==> config.mk <==
export PLATFORM = sky130hd
export DESIGN_NAME = shift_seq_ctrl_flat
export DESIGN_NICKNAME = d
export VERILOG_FILES = /design/src/rtl/shift_seq_ctrl_if.sv /design/src/rtl/shift_seq_ctrl.sv /design/src/flat_wrapper.sv
export SDC_FILE = /design/constraint.sdc
export NUM_CORES = 1
export LEC_CHECK = 0
export CAP_MARGIN = 20
export CORE_ASPECT_RATIO = 0.7
export CORE_UTILIZATION = 35
export CTS_BUF_LIST = sky130_fd_sc_hd__clkbuf_2 sky130_fd_sc_hd__clkbuf_4 sky130_fd_sc_hd__clkbuf_8
export CTS_CLUSTER_SIZE = 16
export DETAILED_ROUTE_END_ITERATION = 8
export PLACE_DENSITY = 0.75
export SYNTH_ARGS = -nofsm -noshare
export SYNTH_HDL_FRONTEND = slang
export SYNTH_SLANG_ARGS = --single-unit
==> constraint.sdc <==
create_clock -name clk -period 1.4 [get_ports clk]
set_input_delay 0.35 -clock clk [delete_from_list [all_inputs] [get_ports clk]]
set_output_delay 0.35 -clock clk [all_outputs]
set_load 0.05 [all_outputs]
==> src/rtl/shift_seq_ctrl_if.sv <==
`default_nettype none
// ============================================================================
// Module   : shift_seq_ctrl_if
// Purpose  : Bundles the command handshake and the shift datapath signals of
//            shift_seq_ctrl.
//            master : host side. Drives the command fields, en and si.
//            slave  : controller side. Drives cmd_ready, q, so, so_valid,
//                     busy and done.
// Ports    : none (interface signals only)
// Revision : 1.0 - initial release
// ============================================================================
interface shift_seq_ctrl_if #(
    parameter int WIDTH = 8,
    parameter int CNT_W = 4
);
    logic             cmd_valid;
    logic             cmd_ready;
    logic [WIDTH-1:0] cmd_data;
    logic [CNT_W-1:0] cmd_count;
    logic             cmd_dir;
    logic             cmd_rot;
    logic             en;
    logic             si;
    logic [WIDTH-1:0] q;
    logic             so;
    logic             so_valid;
    logic             busy;
    logic             done;

    modport master (
        output cmd_valid, cmd_data, cmd_count, cmd_dir, cmd_rot, en, si,
        input  cmd_ready, q, so, so_valid, busy, done
    );

    modport slave (
        input  cmd_valid, cmd_data, cmd_count, cmd_dir, cmd_rot, en, si,
        output cmd_ready, q, so, so_valid, busy, done
    );
endinterface
`default_nettype wire

==> src/rtl/shift_seq_ctrl.sv <==
`default_nettype none
// ============================================================================
// Module   : shift_seq_ctrl
// Purpose  : Command-driven sequencer for a WIDTH-bit bidirectional shift
//            register. It accepts one command at a time. The command loads a
//            word, then shifts or rotates it a programmed number of positions
//            in the chosen direction.
// Ports    : clk  - clock. All state changes on the rising edge.
//            rst  - synchronous, active-high reset.
//            bus  - shift_seq_ctrl_if.slave. Command handshake (cmd_*),
//                   shift enable en and serial input si. Register contents q,
//                   serial output so/so_valid, and the busy/done status.
// Revision : 1.0 - initial release
// ============================================================================
module shift_seq_ctrl #(
    parameter int WIDTH = 8,
    parameter int CNT_W = 4
) (
    input  wire logic        clk,
    input  wire logic        rst,
    shift_seq_ctrl_if.slave  bus
);

    typedef enum logic [1:0] {
        S_IDLE  = 2'd0,
        S_SHIFT = 2'd1,
        S_DONE  = 2'd2
    } state_t;

    localparam logic [CNT_W-1:0] c_WIDTH_CNT = CNT_W'(WIDTH);

    state_t           r_state;
    state_t           w_state_nxt;
    logic [WIDTH-1:0] r_q;
    logic [CNT_W-1:0] r_remaining;
    logic             r_dir;
    logic             r_rot;

    logic             w_cmd_ready;
    logic             w_accept;
    logic             w_so_valid;
    logic             w_busy;
    logic             w_done;
    logic             w_so;
    logic             w_fill;
    logic [CNT_W-1:0] w_count_clamped;

    // A request for more shifts than the register has bits is clamped to WIDTH.
    assign w_count_clamped = (bus.cmd_count > c_WIDTH_CNT) ? c_WIDTH_CNT : bus.cmd_count;

    // This is the bit that leaves the register. In rotate mode it re-enters at the other end.
    assign w_so   = r_dir ? r_q[0] : r_q[WIDTH-1];
    assign w_fill = r_rot ? w_so : bus.si;

    always_ff @(posedge clk) begin
        if (rst) begin
            r_state <= S_IDLE;
        end else begin
            r_state <= w_state_nxt;
        end
    end

    always_comb begin
        w_state_nxt = r_state;
        w_cmd_ready = 1'b0;
        w_accept    = 1'b0;
        w_so_valid  = 1'b0;
        w_busy      = 1'b0;
        w_done      = 1'b0;
        case (r_state)
            S_IDLE: begin
                // Keep the handshake closed while reset is held, so no command slips in.
                w_cmd_ready = !rst;
                w_accept    = bus.cmd_valid && !rst;
                if (w_accept) begin
                    w_state_nxt = (w_count_clamped == '0) ? S_DONE : S_SHIFT;
                end
            end
            S_SHIFT: begin
                w_busy = 1'b1;
                if (bus.en) begin
                    w_so_valid = !rst;
                    if (r_remaining == CNT_W'(1)) begin
                        w_state_nxt = S_DONE;
                    end
                end
            end
            S_DONE: begin
                w_busy      = 1'b1;
                w_done      = 1'b1;
                w_state_nxt = S_IDLE;
            end
            default: begin
                w_state_nxt = S_IDLE;
            end
        endcase
    end

    always_ff @(posedge clk) begin
        if (rst) begin
            r_q         <= '0;
            r_remaining <= '0;
            r_dir       <= 1'b0;
            r_rot       <= 1'b0;
        end else if (w_accept) begin
            r_q         <= bus.cmd_data;
            r_remaining <= w_count_clamped;
            r_dir       <= bus.cmd_dir;
            r_rot       <= bus.cmd_rot;
        end else if (w_so_valid) begin
            r_q         <= r_dir ? {w_fill, r_q[WIDTH-1:1]} : {r_q[WIDTH-2:0], w_fill};
            r_remaining <= r_remaining - CNT_W'(1);
        end
    end

    assign bus.cmd_ready = w_cmd_ready;
    assign bus.q         = r_q;
    assign bus.so        = w_so;
    assign bus.so_valid  = w_so_valid;
    assign bus.busy      = w_busy;
    assign bus.done      = w_done;

endmodule
`default_nettype wire

==> src/flat_wrapper.sv <==
// flat-port wrapper written by rule: the top's interface ports become plain ports
module shift_seq_ctrl_flat 
#(
    parameter int WIDTH = 8,
    parameter int CNT_W = 4
)
  (clk, rst, bus_cmd_valid, bus_cmd_data, bus_cmd_count, bus_cmd_dir, bus_cmd_rot, bus_en, bus_si, bus_cmd_ready, bus_q, bus_so, bus_so_valid, bus_busy, bus_done);
  shift_seq_ctrl_if #(.WIDTH(WIDTH), .CNT_W(CNT_W)) bus_i ();
  input  wire logic clk;
  input  wire logic rst;
  input wire logic [$bits(bus_i.cmd_valid)-1:0] bus_cmd_valid;
  input wire logic [$bits(bus_i.cmd_data)-1:0] bus_cmd_data;
  input wire logic [$bits(bus_i.cmd_count)-1:0] bus_cmd_count;
  input wire logic [$bits(bus_i.cmd_dir)-1:0] bus_cmd_dir;
  input wire logic [$bits(bus_i.cmd_rot)-1:0] bus_cmd_rot;
  input wire logic [$bits(bus_i.en)-1:0] bus_en;
  input wire logic [$bits(bus_i.si)-1:0] bus_si;
  output wire logic [$bits(bus_i.cmd_ready)-1:0] bus_cmd_ready;
  output wire logic [$bits(bus_i.q)-1:0] bus_q;
  output wire logic [$bits(bus_i.so)-1:0] bus_so;
  output wire logic [$bits(bus_i.so_valid)-1:0] bus_so_valid;
  output wire logic [$bits(bus_i.busy)-1:0] bus_busy;
  output wire logic [$bits(bus_i.done)-1:0] bus_done;
  assign bus_i.cmd_valid = bus_cmd_valid;
  assign bus_i.cmd_data = bus_cmd_data;
  assign bus_i.cmd_count = bus_cmd_count;
  assign bus_i.cmd_dir = bus_cmd_dir;
  assign bus_i.cmd_rot = bus_cmd_rot;
  assign bus_i.en = bus_en;
  assign bus_i.si = bus_si;
  assign bus_cmd_ready = bus_i.cmd_ready;
  assign bus_q = bus_i.q;
  assign bus_so = bus_i.so;
  assign bus_so_valid = bus_i.so_valid;
  assign bus_busy = bus_i.busy;
  assign bus_done = bus_i.done;
  shift_seq_ctrl #(.WIDTH(WIDTH), .CNT_W(CNT_W)) u_core (.clk(clk), .rst(rst), .bus(bus_i));
endmodule
## Yosys cells after proc, flatten, opt, wreduce, memory -nomap -nowiden

Cells that the tools add are included.

- Mux-type cells: 19
- Reductions and logical operators: 7
- Equality and inequality tests: 6
- Magnitude comparators: 1
- Add/subtract/negate cells: 1

Operators by type and width:

| kind | number |
|---|---|
| two-way mux 8 bit | 3 |
| two-way mux 4 bit | 3 |
| two-way mux 1 bit | 8 |
| two-way mux 2 bit | 4 |
| == test 4 x 1 -> 1 bit, second input constant | 1 |
| > comparator 4 bit, second input constant | 1 |
| logical NOT 4 bit | 1 |
| != test 2 x 1 -> 1 bit, second input constant | 2 |
| one-hot mux 2 bit (2 select lines) | 1 |
| subtractor 4 x 1 -> 4 bit, second input constant | 1 |
| AND reduction 3 bit | 1 |
| == test 2 x 1 -> 1 bit, second input constant | 1 |
| == test 2 bit, second input constant | 1 |
| logical NOT 2 bit | 1 |
| != test 2 bit, second input constant | 1 |
| nonzero test 2 bit | 1 |
| OR reduction 2 bit | 1 |
| logical AND 1 bit | 1 |
| logical NOT 1 bit | 1 |

- Bits of input ports: 19
- Register bits after elaboration: 16

## Depth between registers and ports, before layout

Gate-level depths: netlist of run 1.

- Depth in word-level cells: 6
- Gate-level depth with buffers: 7
- Depth with buffers taken out: 6

## Worst setup path before layout of run 1

No wires, ideal clock.

- Kind: register -> output
- Start point: reg u_core.r_state[0]
- End point: out bus_cmd_ready
- Path buffers: 0
- Data required time: 1.050 ns
- Arrival: 1.330 ns
- Stages on the path, launching flop included: 4
- Path slack: -0.280 ns
- Cell sequence: dfxtp_1 > inv_1 > ha_1 > nor2b_1

- Longest elaborated chain between the ends: 2

Ends and longest elaborated chain:

| what | RTL line | text |
|---|---|---|
| from (decl) | shift_seq_ctrl.sv:32 | `state_t r_state;` |
| from (signal assigned) | shift_seq_ctrl.sv:59 | `r_state <= w_state_nxt;` |
| logical NOT 2 bit | shift_seq_ctrl.sv:70 | `case (r_state)` |
| two-way mux 1 bit | shift_seq_ctrl.sv:70 |  |
| to (decl) | flat_wrapper.sv:18 | `output wire logic [$bits(bus_i.cmd_ready)-1:0] bus_cmd_ready;` |

Every way passes these cells.

## Worst setup path in the final report of run 1

- Start point: reg u_core.r_state[1]
- End point: out bus_so_valid

- Longest elaborated chain between the ends: 2

Ends and longest elaborated chain:

| what | RTL line | text |
|---|---|---|
| == test 2 x 1 -> 1 bit | shift_seq_ctrl.sv:70 |  |
| two-way mux 1 bit | shift_seq_ctrl.sv:70 |  |
| to (decl) | flat_wrapper.sv:21 | `output wire logic [$bits(bus_i.so_valid)-1:0] bus_so_valid;` |

Every way passes these cells.

==> metrics.yaml, run 1 <==
cts_tree: "yes"
timing.final.ws_setup_ns: -0.109
post-route-period-util_pct: 108
ir_drop_uv: 841
setup_viol: 11
synth_most_common_cell: "dfxtp_1"
timing.hold.ws_ns: 0.579
synth_top_area_share_pct: 33.7
tns_ns: -0.506
drtIter0Drc: 85
finClkSkew_ns: 0.00180
synthDistinctLibCells: 33
synth_edf_count: 0
fin_nets: 195
final_area_sq_um: 1860
first_pass_iters: 4
multiInputGateArea_sq_um: 716
die_w_um: 64.3
clk_pin_slew_ns: 0.07
fmax_mhz: 663
min_path_type: "flop to flop"
dpl.cell_count: 194
synth.largest_area_cell: "dfxtp_1"
critPathArrivalTime_ns: 1.16
outcome: "complete, but fails checks"
yosys-top-cells-count: "dfxtp_1, a211oi_1, inv_1, nand2_1, nor2_1"
ant_nets: 0
final.min_clock_period_ns: 1.51
grt_pass1_vias: 1052
cp-start-kind: "flop"
path_cells: "inv_4 > ha_4 > nand3b_1 > inv_2 > buf_12"
max_cap_violations: 0
post_synth_inst_count: 113
synthArstFlopShare_pct: 0
routedWlPerCell_um: 18.0
grt_pass1_wl_um: 4940
drv_slew: 0
initial_utilization_pct: 37.8
io_buffers: 31
syn_avg_cell_area_sq_um: 8.40
seq_area_frac_synth_pct: 33.7
timing.final.hold_violations: 0
path_delay_family: "flip-flops"
synth_area_sq_um: 950
drc: 0
grt_max_degree: 18
num_vias: 1085
htreeDepth: 1
dieArea_sq_um: 2930
cts-root-buf: "clkbuf_8"
fillers: 179
numCtsBuffers: 3
area_growth_pct: 95.5
critPathMaxStageDelay_ns: 0.33
grt_usage_pct: 23.2
clock_latency_ns: 0.25
core_sq_um: 2510
fp.dieH_um: 45.6
synth_seq_cells: 16
grt_overflow: 0
rsz0062_at_grt: "yes"
path_buf_inv: 3
cts_sinks: 16
endpoint_kind: "output port"
gp_congestion: 0.885
antenna_found_initial: 0
vias_per_cell: 5.32
drive_gt1_share_pct: 46.5
relSlewSlack_pct: 78.2
rows: 15
synthFlopType: "dfxtp_1"
dp_hpwl_um: 2300
crit_fanout: 3
ys_warn_count: 0
crit_path_top_delay_cell: "dfxtp_2"
syn-num-nets: 137
final_cells: 204
seq_area_sq_um: 325
io_pins: 32
p_leak_nw: 0.763
cp.required_ns: 1.05
cts_buffer_depth: 2
totalWireLength_um: 3660
yosys-top-cells-area: "dfxtp_1, a211oi_1, ha_1"
p_per_area_nw_per_um2: 1140
placed_area_sq_um: 1550
worst_slew_pin_slew_ns: 0.325
diodes: 0
violations: "negative setup slack"
critPathKind: "flop to output port"
[cell families (layout without fill, tap and decap cells)]
family	count (synthesis)	count (layout)	synth area share (%)
muxes	3	3	3.43
adders and majority gates	5	5	6.59
and+or+nand+nor	40	40	22.8
AOI/OAI and AO/OA	34	34	26.0
DFF	16	16	33.7
buffers and inverters	15	72	7.51
[worst register-to-register path: cells and delay by family, from the launching register on]
family,cells,cell delay [ns]
compound gates,2,0.44
buf+inv,3,0.39
flops,1,0.33
fa+ha+maj,1,0.13
simple gates,1,0.12
[per-layer routing]
layer / up-vias / part of all wire, % / routed length, um / track usage, %
met5: - / 0 / 0 / 0
met4: 0 / 2.8 / 104 / 9.33
met3: 8 / 3.7 / 137 / 5.75
met2: 32 / 52 / 1910 / 42.9
met1: 518 / 41 / 1520 / 26.3
li1: 527 / - / - / -
[layout by cell type (no fill, tap or decap), drive strengths merged, types with 4 or more instances in the layout]
| master | n |
|---|---|
| nor2 | 9 |
| nor2b | 7 |
| a211oi | 9 |
| ha | 5 |
| nand2 | 10 |
| a21oi | 5 |
| o31ai | 7 |
| dfxtp | 16 |
| clkdlybuf4s50 | 16 |
| buf | 41 |
| clkbuf | 4 |
| inv | 9 |
[timing repair]
action,in CTS,in global routing
setup endpoints to repair,19,19
hold buffers,0,0
buffers inserted,2,4
pin swaps,7,6
gates resized for setup,26,26
[per-stage QoR]
| step | util (%) | setup slack [ns] | power (mW) |
|---|---|---|---|
| after global placement | 61.8 | -0.325 | 1.45 |
| final | 73.8 | -0.109 | 2.11 |
| after detailed placement | 61.8 | -0.416 | 1.48 |
| after floorplan | - | -0.0332 | 1.04 |
| after global routing | 73.8 | -0.147 | 2.20 |
| after CTS | 68.0 | -0.109 | 1.98 |
[report_power, final]
group / internal (mW) / leakage [nW] / switching (mW)
Sequential: 0.522 / 0.133 / 0.0863
Combinational: 0.551 / 0.601 / 0.535
Clock: 0.250 / 0.0288 / 0.166
Total: 1.32 / 0.763 / 0.788
[registers in the layout, indices dropped and copies added, names as in the netlist]
register	cells
u_core.r_dir	1
u_core.r_remaining	4
u_core.r_rot	1
u_core.r_state	2
u_core.bus.q	8
[layout make-up]
type	instances	area share (%)
repair buffers	59	36.7
flip-flops and latches	16	17.5
well taps	34	2.29
inverters	9	1.95
clock buffers	4	2.96
multi-input cells	82	38.5
[final timing paths]
check        depth (start not counted)             startpoint                    end  slack (ns)
max                                  5      u_core.r_state[1]           bus_so_valid       -0.11
min                                  2  u_core.r_remaining[0]  u_core.r_remaining[0]        0.58
max reg2reg                          7      u_core.r_state[1]        u_core.bus.q[7]       -0.09
min reg2reg                          2  u_core.r_remaining[0]  u_core.r_remaining[0]        0.58
Note: power is estimated with default switching activity, not from simulation.
==> run 2, diff against run 1 <==
--- a/config.mk
+++ b/config.mk
@@ -5,13 +5,15 @@
 export SDC_FILE = /design/constraint.sdc
 export NUM_CORES = 1
 export LEC_CHECK = 0
+export ABC_AREA = 1
 export CAP_MARGIN = 20
 export CORE_ASPECT_RATIO = 0.7
 export CORE_UTILIZATION = 35
 export CTS_BUF_LIST = sky130_fd_sc_hd__clkbuf_2 sky130_fd_sc_hd__clkbuf_4 sky130_fd_sc_hd__clkbuf_8
+export CTS_CLUSTER_DIAMETER = 100
 export CTS_CLUSTER_SIZE = 16
 export DETAILED_ROUTE_END_ITERATION = 8
-export PLACE_DENSITY = 0.75
+export PLACE_DENSITY = 0.77
 export SYNTH_ARGS = -nofsm -noshare
 export SYNTH_HDL_FRONTEND = slang
 export SYNTH_SLANG_ARGS = --single-unit
==> metrics.yaml, run 2 <==
io_pins: 32
ir_drop_uv: 881
cp.required_ns: 1.05
finClkSkew_ns: 0.00835
area_growth_pct: 77.0
p_seq_share_pct: 23.0
htreeDepth: 1
cts_sinks: 16
synth_most_common_cell: "nand2_1"
drv_slew: 0
synth.largest_area_cell: "dfxtp_1"
routedWlPerCell_um: 13.6
initial_utilization_pct: 38.5
seq_area_frac_synth_pct: 32.3
p_int_mw: 1.77
core_sq_um: 2570
drive_gt1_share_pct: 31.3
setup_viol: 8
min_path_type: "flop to flop"
rsz0062_at_grt: "yes"
dieArea_sq_um: 3050
vias_per_cell: 5.05
cp-start-kind: "flop"
synth_top_area_share_pct: 32.3
fmax_mhz: 670
p_sw_share_pct: 44.1
max_cap_violations: 0
timing.final.ws_setup_ns: -0.0934
final.min_clock_period_ns: 1.49
outcome: "complete, but fails checks"
grt_pass1_vias: 1042
final_area_sq_um: 1750
dp_hpwl_um: 2080
clk_pin_slew_ns: 0.07
violations: "negative setup slack"
syn_avg_cell_area_sq_um: 6.56
grt_usage_pct: 20.2
worst_slew_pin_slew_ns: 0.299
layout_common_cells: "nand2_1, clkdlybuf4s50_1, inv_1, buf_12, dfxtp_1"
synthArstFlopShare_pct: 0
drtIter0Drc: 51
p_leak_nw: 0.771
drc: 0
grt_overflow: 0
gp_congestion: 0.806
syn-num-nets: 175
totalWireLength_um: 3150
fp.dieH_um: 46.5
rows: 15
p_per_area_nw_per_um2: 1800
numCtsBuffers: 3
placed_area_sq_um: 1530
antenna_found_initial: 0
grt_max_degree: 13
largest_reg_flops: 8
power.share.clock_pct: 13.7
synthDistinctLibCells: 24
grt_pass1_wl_um: 4530
die_w_um: 65.6
switchingPower_mw: 1.39
timing.final.hold_violations: 0
critPathKind: "flop to output port"
cts_buffer_depth: 2
post_synth_inst_count: 151
crit_fanout: 2
synth_seq_cells: 16
critPathArrivalTime_ns: 1.14
io_buffers: 31
relSlewSlack_pct: 79.9
final_util_pct: 68.2
synth_area_sq_um: 991
final_common_cell: "nand2_1"
fin_nets: 223
cts_tree: "yes"
yosys-top-cells-area: "dfxtp_1, nand2_1, o21ai_0"
ant_nets: 0
endpoint_kind: "output port"
first_pass_iters: 4
pre_cts_ws_ns: -0.257
clock_latency_ns: 0.26
cts-root-buf: "clkbuf_8"
ys_warn_count: 0
comb_power_share_pct: 63.3
diodes: 0
yosys-top-cells-count: "nand2_1, inv_1, dfxtp_1"
synth_edf_count: 0
synthFlopType: "dfxtp_1"
post-route-period-util_pct: 107
num_vias: 1172
-- run 2: changes by cell type after synthesis, sizes merged, moves of 3 or more --
| cell | change |
|---|---|
| o21ai | +14 |
| nor2b | -7 |
| o31ai | -7 |
| nand3 | +6 |
| o211ai | +5 |
| buf | -3 |
| inv | +11 |
| nand2 | +40 |
| a211oi | -9 |
| a21oi | +5 |
-- run 2: final timing paths --
kind	startpoint	endpoint	slack, ns	cells after the start
worst max register to register	u_core.r_state[0]	u_core.bus.q[4]	-0.04	9
worst max-delay path	u_core.r_state[0]	bus_done	-0.09	4
worst min register to register	u_core.r_rot	u_core.r_rot	0.48	2
worst min-delay path	u_core.r_rot	u_core.r_rot	0.48	2
-- run 2: power by group through the flow --
stage	logic, mW	registers (mW)	clock network (mW)
after global placement	1.62	0.694	0
after global routing	2.13	0.744	0.458
after CTS	1.82	0.708	0.439
after floorplan	0.840	0.812	0
final	2.00	0.726	0.434
after detailed placement	1.65	0.696	0
-- run 2: what timing repair did --
item	4_1_cts	5_1_grt
hold buffers	0	0
pin swaps	3	9
gates cloned	1	0
endpoints found under the setup margin	17	19
resized for setup	19	29
setup buffers	4	1
-- run 2: metrics by stage --
step	hold WS (ns)	std cells	setup TNS [ns]	power, mW
floorplan	0.412	151	0	1.65
global placement	0.465	222	-3.22	2.31
detailed placement	0.482	222	-3.60	2.34
CTS	0.490	231	-0.320	2.97
global route	0.514	232	-0.985	3.33
finish	0.484	232	-0.386	3.16
-- run 2: cell families (layout without fill, tap and decap cells) --
family                   Yosys count  after routing  synth area share [%]
buffers and inverters             25             71                  10.7
XOR/XNOR                           1              1                 0.884
AO/OA/AOI/OAI                     36             36                  20.5
AND/OR/NAND/NOR                   68             69                  29.3
adder cells (fa/ha/maj)            5              5                  6.31
flip-flops                        16             16                  32.3
-- run 2: critical path, stage by stage, from the launching register on --
cell and delay (ns):
dfxtp_4 0.38, inv_4 0.04, buf_4 0.13, ha_2 0.19, buf_12 0.14
-- run 2: layer usage --
layer  wire, um  up-vias  global-route usage [%]
met3        238        5                    5.45
li1           -      586                       -
met1       1330      530                    25.9
met2       1550       51                    33.4
met4         25        0                    6.09
met5          0        -                       0
-- run 2: layout make-up --
class / instances / area (sq um)
fill: 191 / 817
sequential: 16 / 329
timing repair buffer: 46 / 567
multi-input combinational: 111 / 674
tap: 34 / 42.5
inverter: 21 / 86.3
clock buffer: 4 / 55.1
